<file path="config.mk">
export PLATFORM = sky130hd
export DESIGN_NAME = cdc_handshake_rx_ctrl
export DESIGN_NICKNAME = d
export VERILOG_FILES = /design/src/rtl/cdc_handshake_rx_ctrl.sv
export SDC_FILE = /design/constraint.sdc
export NUM_CORES = 1
export LEC_CHECK = 0
export CORE_ASPECT_RATIO = 1.75
export CORE_MARGIN = 5
export CORE_UTILIZATION = 46
export CTS_CLUSTER_SIZE = 12
export DETAILED_ROUTE_END_ITERATION = 7
export GPL_TIMING_DRIVEN = 0
export HOLD_SLACK_MARGIN = 0.05
export PLACE_DENSITY = 0.78
export SLEW_MARGIN = 20
export SYNTH_ARGS = -nofsm -noshare
export SYNTH_HDL_FRONTEND = slang
export SYNTH_SLANG_ARGS = --single-unit
export TNS_END_PERCENT = 100
</file>
<file path="constraint.sdc">
create_clock -name dst_clk -period 1.9 [get_ports dst_clk]
set_clock_uncertainty 0.05 [all_clocks]
set_input_delay 0.19 -clock dst_clk [delete_from_list [all_inputs] [get_ports dst_clk]]
set_output_delay 0.19 -clock dst_clk [all_outputs]
set_load 0.1 [all_outputs]
</file>
<file path="src/rtl/cdc_handshake_rx_ctrl.sv">
// cdc_handshake_rx_ctrl
//   Destination-side controller for a 4-phase req/ack multi-bit CDC transfer.
//   src_req goes through a SYNC_STAGES flop chain. The quasi-static src_data
//   bus is captured once, on the IDLE->VALID transition. The captured word is
//   offered on a valid/ready interface. dst_ack is returned to the source, and
//   a request dropped before the word was accepted is flagged.
//
// Ports
//   dst_clk     in   destination clock (rising edge)
//   rst_n       in   asynchronous active-low reset
//   src_req     in   async level request from the source domain
//   src_data    in   async data, held stable by the source during the handshake
//   dst_ack     out  registered ack back to the source domain
//   out_data    out  captured word
//   out_valid   out  out_data valid for the consumer
//   out_ready   in   consumer accepts on out_valid & out_ready
//   proto_err   out  sticky protocol-violation flag
//   err_clr     in   synchronous clear of proto_err (a same-cycle set wins)
//   xfer_count  out  completed transfers, wraps modulo 2^CNT_W
module cdc_handshake_rx_ctrl #(
  parameter int DATA_W      = 8,
  parameter int SYNC_STAGES = 2,
  parameter int CNT_W       = 16
) (
  input  logic              dst_clk,
  input  logic              rst_n,
  input  logic              src_req,
  input  logic [DATA_W-1:0] src_data,
  output logic              dst_ack,
  output logic [DATA_W-1:0] out_data,
  output logic              out_valid,
  input  logic              out_ready,
  output logic              proto_err,
  input  logic              err_clr,
  output logic [CNT_W-1:0]  xfer_count
);

  generate
    if (SYNC_STAGES < 2) begin : g_bad_sync
      $error("cdc_handshake_rx_ctrl: SYNC_STAGES must be >= 2");
    end
  endgenerate

  typedef enum logic [1:0] {
    ST_IDLE  = 2'd0,
    ST_VALID = 2'd1,
    ST_ACK   = 2'd2
  } state_e;

  state_e                 state_q, state_d;
  logic [SYNC_STAGES-1:0] sync_q, sync_d;
  logic                   ack_q, ack_d;
  logic                   valid_q, valid_d;
  logic [DATA_W-1:0]      data_q, data_d;
  logic                   err_q, err_d;
  logic [CNT_W-1:0]       cnt_q, cnt_d;
  logic                   req_s;

  // Only stage 0 sees the asynchronous src_req. Every later stage samples
  // the stage before it.
  assign sync_d = {sync_q[SYNC_STAGES-2:0], src_req};
  assign req_s  = sync_q[SYNC_STAGES-1];

  always_comb begin
    state_d = state_q;
    ack_d   = ack_q;
    valid_d = valid_q;
    data_d  = data_q;
    cnt_d   = cnt_q;
    // The clear is applied first so that a violation below overrides it.
    err_d   = err_q & ~err_clr;

    case (state_q)
      ST_IDLE: begin
        if (req_s) begin
          // src_data has been stable since before src_req rose. It has had at
          // least SYNC_STAGES cycles to settle, so a direct capture is safe.
          data_d  = src_data;
          valid_d = 1'b1;
          state_d = ST_VALID;
        end
      end
      ST_VALID: begin
        // The source withdrew its request before the word was taken. Flag it,
        // but still deliver the word.
        if (!req_s) err_d = 1'b1;
        if (valid_q && out_ready) begin
          valid_d = 1'b0;
          ack_d   = 1'b1;
          state_d = ST_ACK;
        end
      end
      ST_ACK: begin
        // Leave only on req_s=0. A request re-raised early by the source can
        // therefore never be captured twice.
        if (!req_s) begin
          ack_d   = 1'b0;
          cnt_d   = cnt_q + CNT_W'(1);
          state_d = ST_IDLE;
        end
      end
      default: begin
        ack_d   = 1'b0;
        valid_d = 1'b0;
        state_d = ST_IDLE;
      end
    endcase
  end

  always_ff @(posedge dst_clk or negedge rst_n) begin
    if (!rst_n) begin
      state_q <= ST_IDLE;
      sync_q  <= '0;
      ack_q   <= 1'b0;
      valid_q <= 1'b0;
      data_q  <= '0;
      err_q   <= 1'b0;
      cnt_q   <= '0;
    end else begin
      state_q <= state_d;
      sync_q  <= sync_d;
      ack_q   <= ack_d;
      valid_q <= valid_d;
      data_q  <= data_d;
      err_q   <= err_d;
      cnt_q   <= cnt_d;
    end
  end

  assign dst_ack    = ack_q;
  assign out_valid  = valid_q;
  assign out_data   = data_q;
  assign proto_err  = err_q;
  assign xfer_count = cnt_q;

endmodule
</file>
==> results of run 1 <==
[flip-flops by register name (all words and copies together), names as in the netlist]
name / flops
dst_ack: 1
out_data: 8
out_valid: 1
proto_err: 1
state_q: 2
sync_q: 2
xfer_count: 16
[worst register-to-register path, cell delays in order, from the launching register on]
cell                      delay [ns]
sky130_fd_sc_hd__dfrtp_1        0.38
sky130_fd_sc_hd__buf_6          0.14
sky130_fd_sc_hd__nor3b_4        0.29
sky130_fd_sc_hd__and3_2         0.24
sky130_fd_sc_hd__buf_6          0.11
sky130_fd_sc_hd__nand4_1        0.13
sky130_fd_sc_hd__xnor2_1        0.15
[cell families after synthesis]
group	after synthesis	synth area share, %
xor gates and xnor gates	15	10.4
buffers and inverters	7	3.76
muxes	9	7.61
DFF	31	58.3
AOI/OAI and AO/OA	7	3.48
and+or+nand+nor	30	15.5
adders and majority gates	1	0.940
[worst max path at each step]
stage	from	end	slack, ns
after floorplan	xfer_count[2]	xfer_count[13]	0.01
after global placement	rst_n	xfer_count[9]	-0.04
after detailed placement	xfer_count[11]	xfer_count[11]	0.08
after CTS	xfer_count[6]	xfer_count[6]	0.05
after global routing	xfer_count[11]	xfer_count[11]	0.02
final	xfer_count[6]	xfer_count[6]	0.07
[metrics by stage]
stage	std cells	hold WS, ns	util [%]	total power [mW]
after floorplan	100	-0.156	-	2.28
after global routing	176	0.288	64.9	3.40
after global placement	167	0.283	61.8	2.67
final	176	0.292	64.9	3.25
after detailed placement	167	0.223	61.6	2.70
after CTS	176	0.284	64.9	3.28
[synth_stat cells]
master                     instances  area share [%]
sky130_fd_sc_hd__and4_1            1            0.66
sky130_fd_sc_hd__nand2_1          10             2.8
sky130_fd_sc_hd__a31oi_1           1            0.47
sky130_fd_sc_hd__buf_2             1            0.38
sky130_fd_sc_hd__dfrtp_1          31              58
sky130_fd_sc_hd__a21oi_1           1            0.38
sky130_fd_sc_hd__and3_1            3             1.4
sky130_fd_sc_hd__ha_1              1            0.94
sky130_fd_sc_hd__o22ai_1           2            0.94
sky130_fd_sc_hd__xor2_1            2             1.3
sky130_fd_sc_hd__nor3b_4           1             1.4
sky130_fd_sc_hd__o32ai_1           1            0.66
sky130_fd_sc_hd__o21ai_0           1            0.38
sky130_fd_sc_hd__nand3_2           3             2.3
sky130_fd_sc_hd__nor3_4            1             1.2
sky130_fd_sc_hd__inv_1             3            0.85
sky130_fd_sc_hd__mux2_2            9             7.6
sky130_fd_sc_hd__nand4_4           1             1.6
sky130_fd_sc_hd__buf_6             3             2.5
sky130_fd_sc_hd__nand4_1           3             1.4
sky130_fd_sc_hd__and3_2            1            0.56
sky130_fd_sc_hd__xnor2_2           1             1.2
sky130_fd_sc_hd__and2_1            1            0.47
sky130_fd_sc_hd__nor2_1            2            0.56
sky130_fd_sc_hd__xnor2_1          12             7.9
sky130_fd_sc_hd__a311oi_1          1            0.66
sky130_fd_sc_hd__nand3_1           3             1.1
[power by group through the flow]
stage	sequential, mW	clock (mW)	combinational [mW]
after global placement	0.956	0	1.71
after floorplan	2.00	0	0.274
after global routing	0.987	0.731	1.68
after detailed placement	0.971	0	1.73
final	0.959	0.673	1.62
after CTS	0.958	0.692	1.63
[area by class of cell]
class | instances | area, um^2
clock inverter | 2 | 35.0
sequential | 31 | 788
tap | 28 | 35.0
fill | 230 | 1000
inverter | 3 | 11.3
timing repair buffer | 40 | 362
buffer | 4 | 38.8
multi-input combinational | 62 | 505
clock buffer | 6 | 82.6
[routing by layer]
metal | routed length (um) | global-route usage, % | share of wire [%] | vias up
li1 | - | - | - | 432
met4 | 65 | 7.93 | 2.4 | 0
met5 | 0 | 0 | 0 | -
met1 | 1070 | 16.5 | 40 | 433
met2 | 1300 | 24.9 | 49 | 49
met3 | 231 | 5.87 | 8.6 | 6
[timing repair]
item | 4_1_cts | 5_1_grt
setup endpoints to repair | 27 | 0
hold buffers | 1 | 0
setup buffers | 0 | 0
gates resized for setup | 27 | 0
hold endpoints to repair | 31 | 0
==> flow_summary.html, run 1 <==
<table>
<tr><th>Metric</th><th>Value</th></tr>
<tr><th colspan="2">Status</th></tr>
<tr><td>Outcome</td><td>finished, final reports clean</td></tr>
<tr><th colspan="2">Power</th></tr>
<tr><td>Power Density</td><td>~1700 mW/mm^2</td></tr>
<tr><td>Switching power</td><td>between 1.5 and 2 mW</td></tr>
<tr><td>Leak</td><td>0.908 nW</td></tr>
<tr><td>Logic pwr share</td><td>49.8%</td></tr>
<tr><td>Internal Dissipation</td><td>1.58 mW</td></tr>
<tr><td>Fraction of power consumed by sequential logic</td><td>around 30%</td></tr>
<tr><td>Clock network fraction of design power</td><td>about a fifth</td></tr>
<tr><td>Max VDD drop</td><td>1.47 mV</td></tr>
<tr><td>Switching power share of the total</td><td>about half</td></tr>
<tr><th colspan="2">Layout</th></tr>
<tr><td>Most used cells in the layout excluding fill and tap cells</td><td>sky130_fd_sc_hd__dlygate4sd2_1, sky130_fd_sc_hd__dfrtp_1, sky130_fd_sc_hd__xnor2_1</td></tr>
<tr><td>Layout overhead on the synthesized area</td><td>39.6%</td></tr>
<tr><td>Share of post-route cells with drive strength above 1</td><td>between 20% and 30%</td></tr>
<tr><td>Post-route cell area</td><td>between 0.0015 and 0.002 mm^2</td></tr>
<tr><td>Number of nets in the layout</td><td>~160</td></tr>
<tr><td>Most common cell after layout, fill and taps aside</td><td>sky130_fd_sc_hd__dlygate4sd2_1</td></tr>
<tr><td>Antenna diode instance count</td><td>0</td></tr>
<tr><th colspan="2">CTS</th></tr>
<tr><td>Insertion delay of the later-clocked pin in the worst-skew pair</td><td>0.29 ns</td></tr>
<tr><td>Reg clk slew, reported paths</td><td>0.07 ns</td></tr>
<tr><td>CTS HTree Levels</td><td>2</td></tr>
<tr><td>CTS Root Cell</td><td>sky130_fd_sc_hd__clkbuf_8</td></tr>
<tr><td>Clock Tree Buf Depth</td><td>2</td></tr>
<tr><td>CTS tree</td><td>done</td></tr>
<tr><td>Clk sinks</td><td>31</td></tr>
<tr><td>Total CTS buffers</td><td>5</td></tr>
<tr><th colspan="2">STA</th></tr>
<tr><td>Slew @ Worst Pin</td><td>approximately 0.97 ns</td></tr>
<tr><td>Unrepaired setup endpoints after global routing</td><td>false</td></tr>
<tr><td>Min Tclk post-route</td><td>~1.8 ns</td></tr>
<tr><td>Setup slack after layout</td><td>0.0701 ns</td></tr>
<tr><td>Fmax achieved</td><td>0.546 GHz</td></tr>
<tr><td>Count of endpoints failing setup in the final report</td><td>0</td></tr>
<tr><td>Period utilisation layout</td><td>between 90% and 100%</td></tr>
<tr><td>Setup TNS</td><td>0 ns</td></tr>
<tr><td>Number of pins exceeding their max-slew limit in the final report</td><td>0</td></tr>
<tr><td>Worst-case headroom to the max-slew limit</td><td>a little over a third</td></tr>
<tr><td>Number of hold-slack violations in the final timing report</td><td>0</td></tr>
<tr><th colspan="2">Critical path</th></tr>
<tr><td>Kind of end point of the critical path</td><td>output port</td></tr>
<tr><td>Cells traversed along the worst timing path</td><td>dlygate4sd2_1</td></tr>
<tr><td>Worst path slowest cell</td><td>sky130_fd_sc_hd__dlygate4sd2_1</td></tr>
<tr><td>Highest fanout seen on the critical path</td><td>5</td></tr>
<tr><td>Total number of cells along the worst setup path</td><td>1</td></tr>
<tr><td>Worst r2r dst</td><td>xfer_count[13]</td></tr>
<tr><td>Count of cells along the worst register-to-register path</td><td>6</td></tr>
<tr><td>Critical R2R Launch</td><td>state_q[0]</td></tr>
<tr><td>Cell type group with the largest total delay on the critical path</td><td>buffers and inverters</td></tr>
<tr><td>Crit path buf inv count</td><td>1</td></tr>
<tr><td>Critical setup path kind</td><td>reg -&gt; out</td></tr>
<tr><td>Data arrival, critical path</td><td>approximately 1.6 ns</td></tr>
<tr><td>Startpoint type of the worst setup path</td><td>flop</td></tr>
<tr><td>Maximum single-stage delay on the critical path</td><td>about 0.87 ns</td></tr>
<tr><td>Required time at the worst-slack endpoint</td><td>~1.7 ns</td></tr>
<tr><td>Setup slack on the worst flop-to-flop path</td><td>around 0.3 ns</td></tr>
<tr><th colspan="2">Route</th></tr>
<tr><td>Starting DRC count in detailed routing</td><td>9</td></tr>
<tr><td>Antenna-violating nets left</td><td>0</td></tr>
<tr><td>Total wire length after detailed routing</td><td>roughly 2.7 mm</td></tr>
<tr><td>Drt pass-1 iters</td><td>4</td></tr>
<tr><td>Vias after detailed routing</td><td>920</td></tr>
<tr><td>Post-detailed-route wirelength per cell</td><td>between 15 and 20 um</td></tr>
<tr><td>Routed vias/inst</td><td>5.23</td></tr>
<tr><td>Drc violations</td><td>0</td></tr>
<tr><th colspan="2">Hold path</th></tr>
<tr><td>Worst Hold Path EP</td><td>sync_q[0]</td></tr>
<tr><td>Hold path startpoint</td><td>src_req</td></tr>
<tr><td>Min-Delay Path Class</td><td>in -&gt; reg</td></tr>
<tr><td>Depth of the worst hold-timing path</td><td>1</td></tr>
<tr><th colspan="2">Floorplanning</th></tr>
<tr><td>Effective utilization at floorplan</td><td>between 40% and 50%</td></tr>
<tr><td>Die Footprint</td><td>slightly above 0.004 mm^2</td></tr>
<tr><td>Area of the core</td><td>~0.0029 mm^2</td></tr>
<tr><td>Die Height</td><td>81.2 um</td></tr>
<tr><td>Die Width</td><td>between 50 and 60 um</td></tr>
<tr><td>Std-Cell Rows</td><td>26</td></tr>
<tr><td>Top-Level Pins</td><td>40</td></tr>
<tr><th colspan="2">Synth</th></tr>
<tr><td>Warnings from Yosys</td><td>0</td></tr>
<tr><td>Register area share after synthesis</td><td>between 50% and 60%</td></tr>
<tr><td>Register bit count reported by yosys</td><td>31</td></tr>
<tr><td>Syn Nets</td><td>114</td></tr>
<tr><td>Number of distinct standard cells referenced by the synthesized netlist</td><td>27</td></tr>
<tr><td>Cell area after synthesis</td><td>about 0.0013 mm^2</td></tr>
<tr><td>Mean area per synthesized cell</td><td>13.3 um^2</td></tr>
<tr><td>Post-Synthesis Cells</td><td>100</td></tr>
<tr><th colspan="2">Placement</th></tr>
<tr><td>Port Buffer Count</td><td>39</td></tr>
<tr><td>Detailed placement HPWL</td><td>between 2 and 2.5 mm</td></tr>
<tr><td>Placed cell areas</td><td>approximately 0.0018 mm^2</td></tr>
<tr><td>Post-placement worst setup slack</td><td>~0.084 ns</td></tr>
<tr><td>Final estimated routing congestion in global placement</td><td>around 0.76</td></tr>
<tr><th colspan="2">GRT</th></tr>
<tr><td>Initial antenna violation count</td><td>0</td></tr>
<tr><td>Number of global-route vias before repair</td><td>1,019</td></tr>
<tr><td>Maximum number of pins on one net before global-route repair</td><td>32</td></tr>
<tr><td>GRT Total Usage</td><td>~15%</td></tr>
<tr><td>Leftover overflow at the end of global routing</td><td>0</td></tr>
<tr><td>Wire length of the first global-routing pass</td><td>~4.7 mm</td></tr>
<tr><th colspan="2">Job</th></tr>
<tr><td># Max-Cap Violations</td><td>0</td></tr>
</table>
No activity file was read; power rests on OpenSTA's default activity.
==> run 2: changes to the inputs <==
--- a/config.mk
+++ b/config.mk
@@ -11,7 +11,7 @@
 export CTS_CLUSTER_SIZE = 12
 export DETAILED_ROUTE_END_ITERATION = 7
 export GPL_TIMING_DRIVEN = 0
-export HOLD_SLACK_MARGIN = 0.05
+export HOLD_SLACK_MARGIN = 0.12
 export PLACE_DENSITY = 0.78
 export SLEW_MARGIN = 20
 export SYNTH_ARGS = -nofsm -noshare
==> results of run 2 <==
No change in the layout: final DEF, timing and power equal those of run 1.
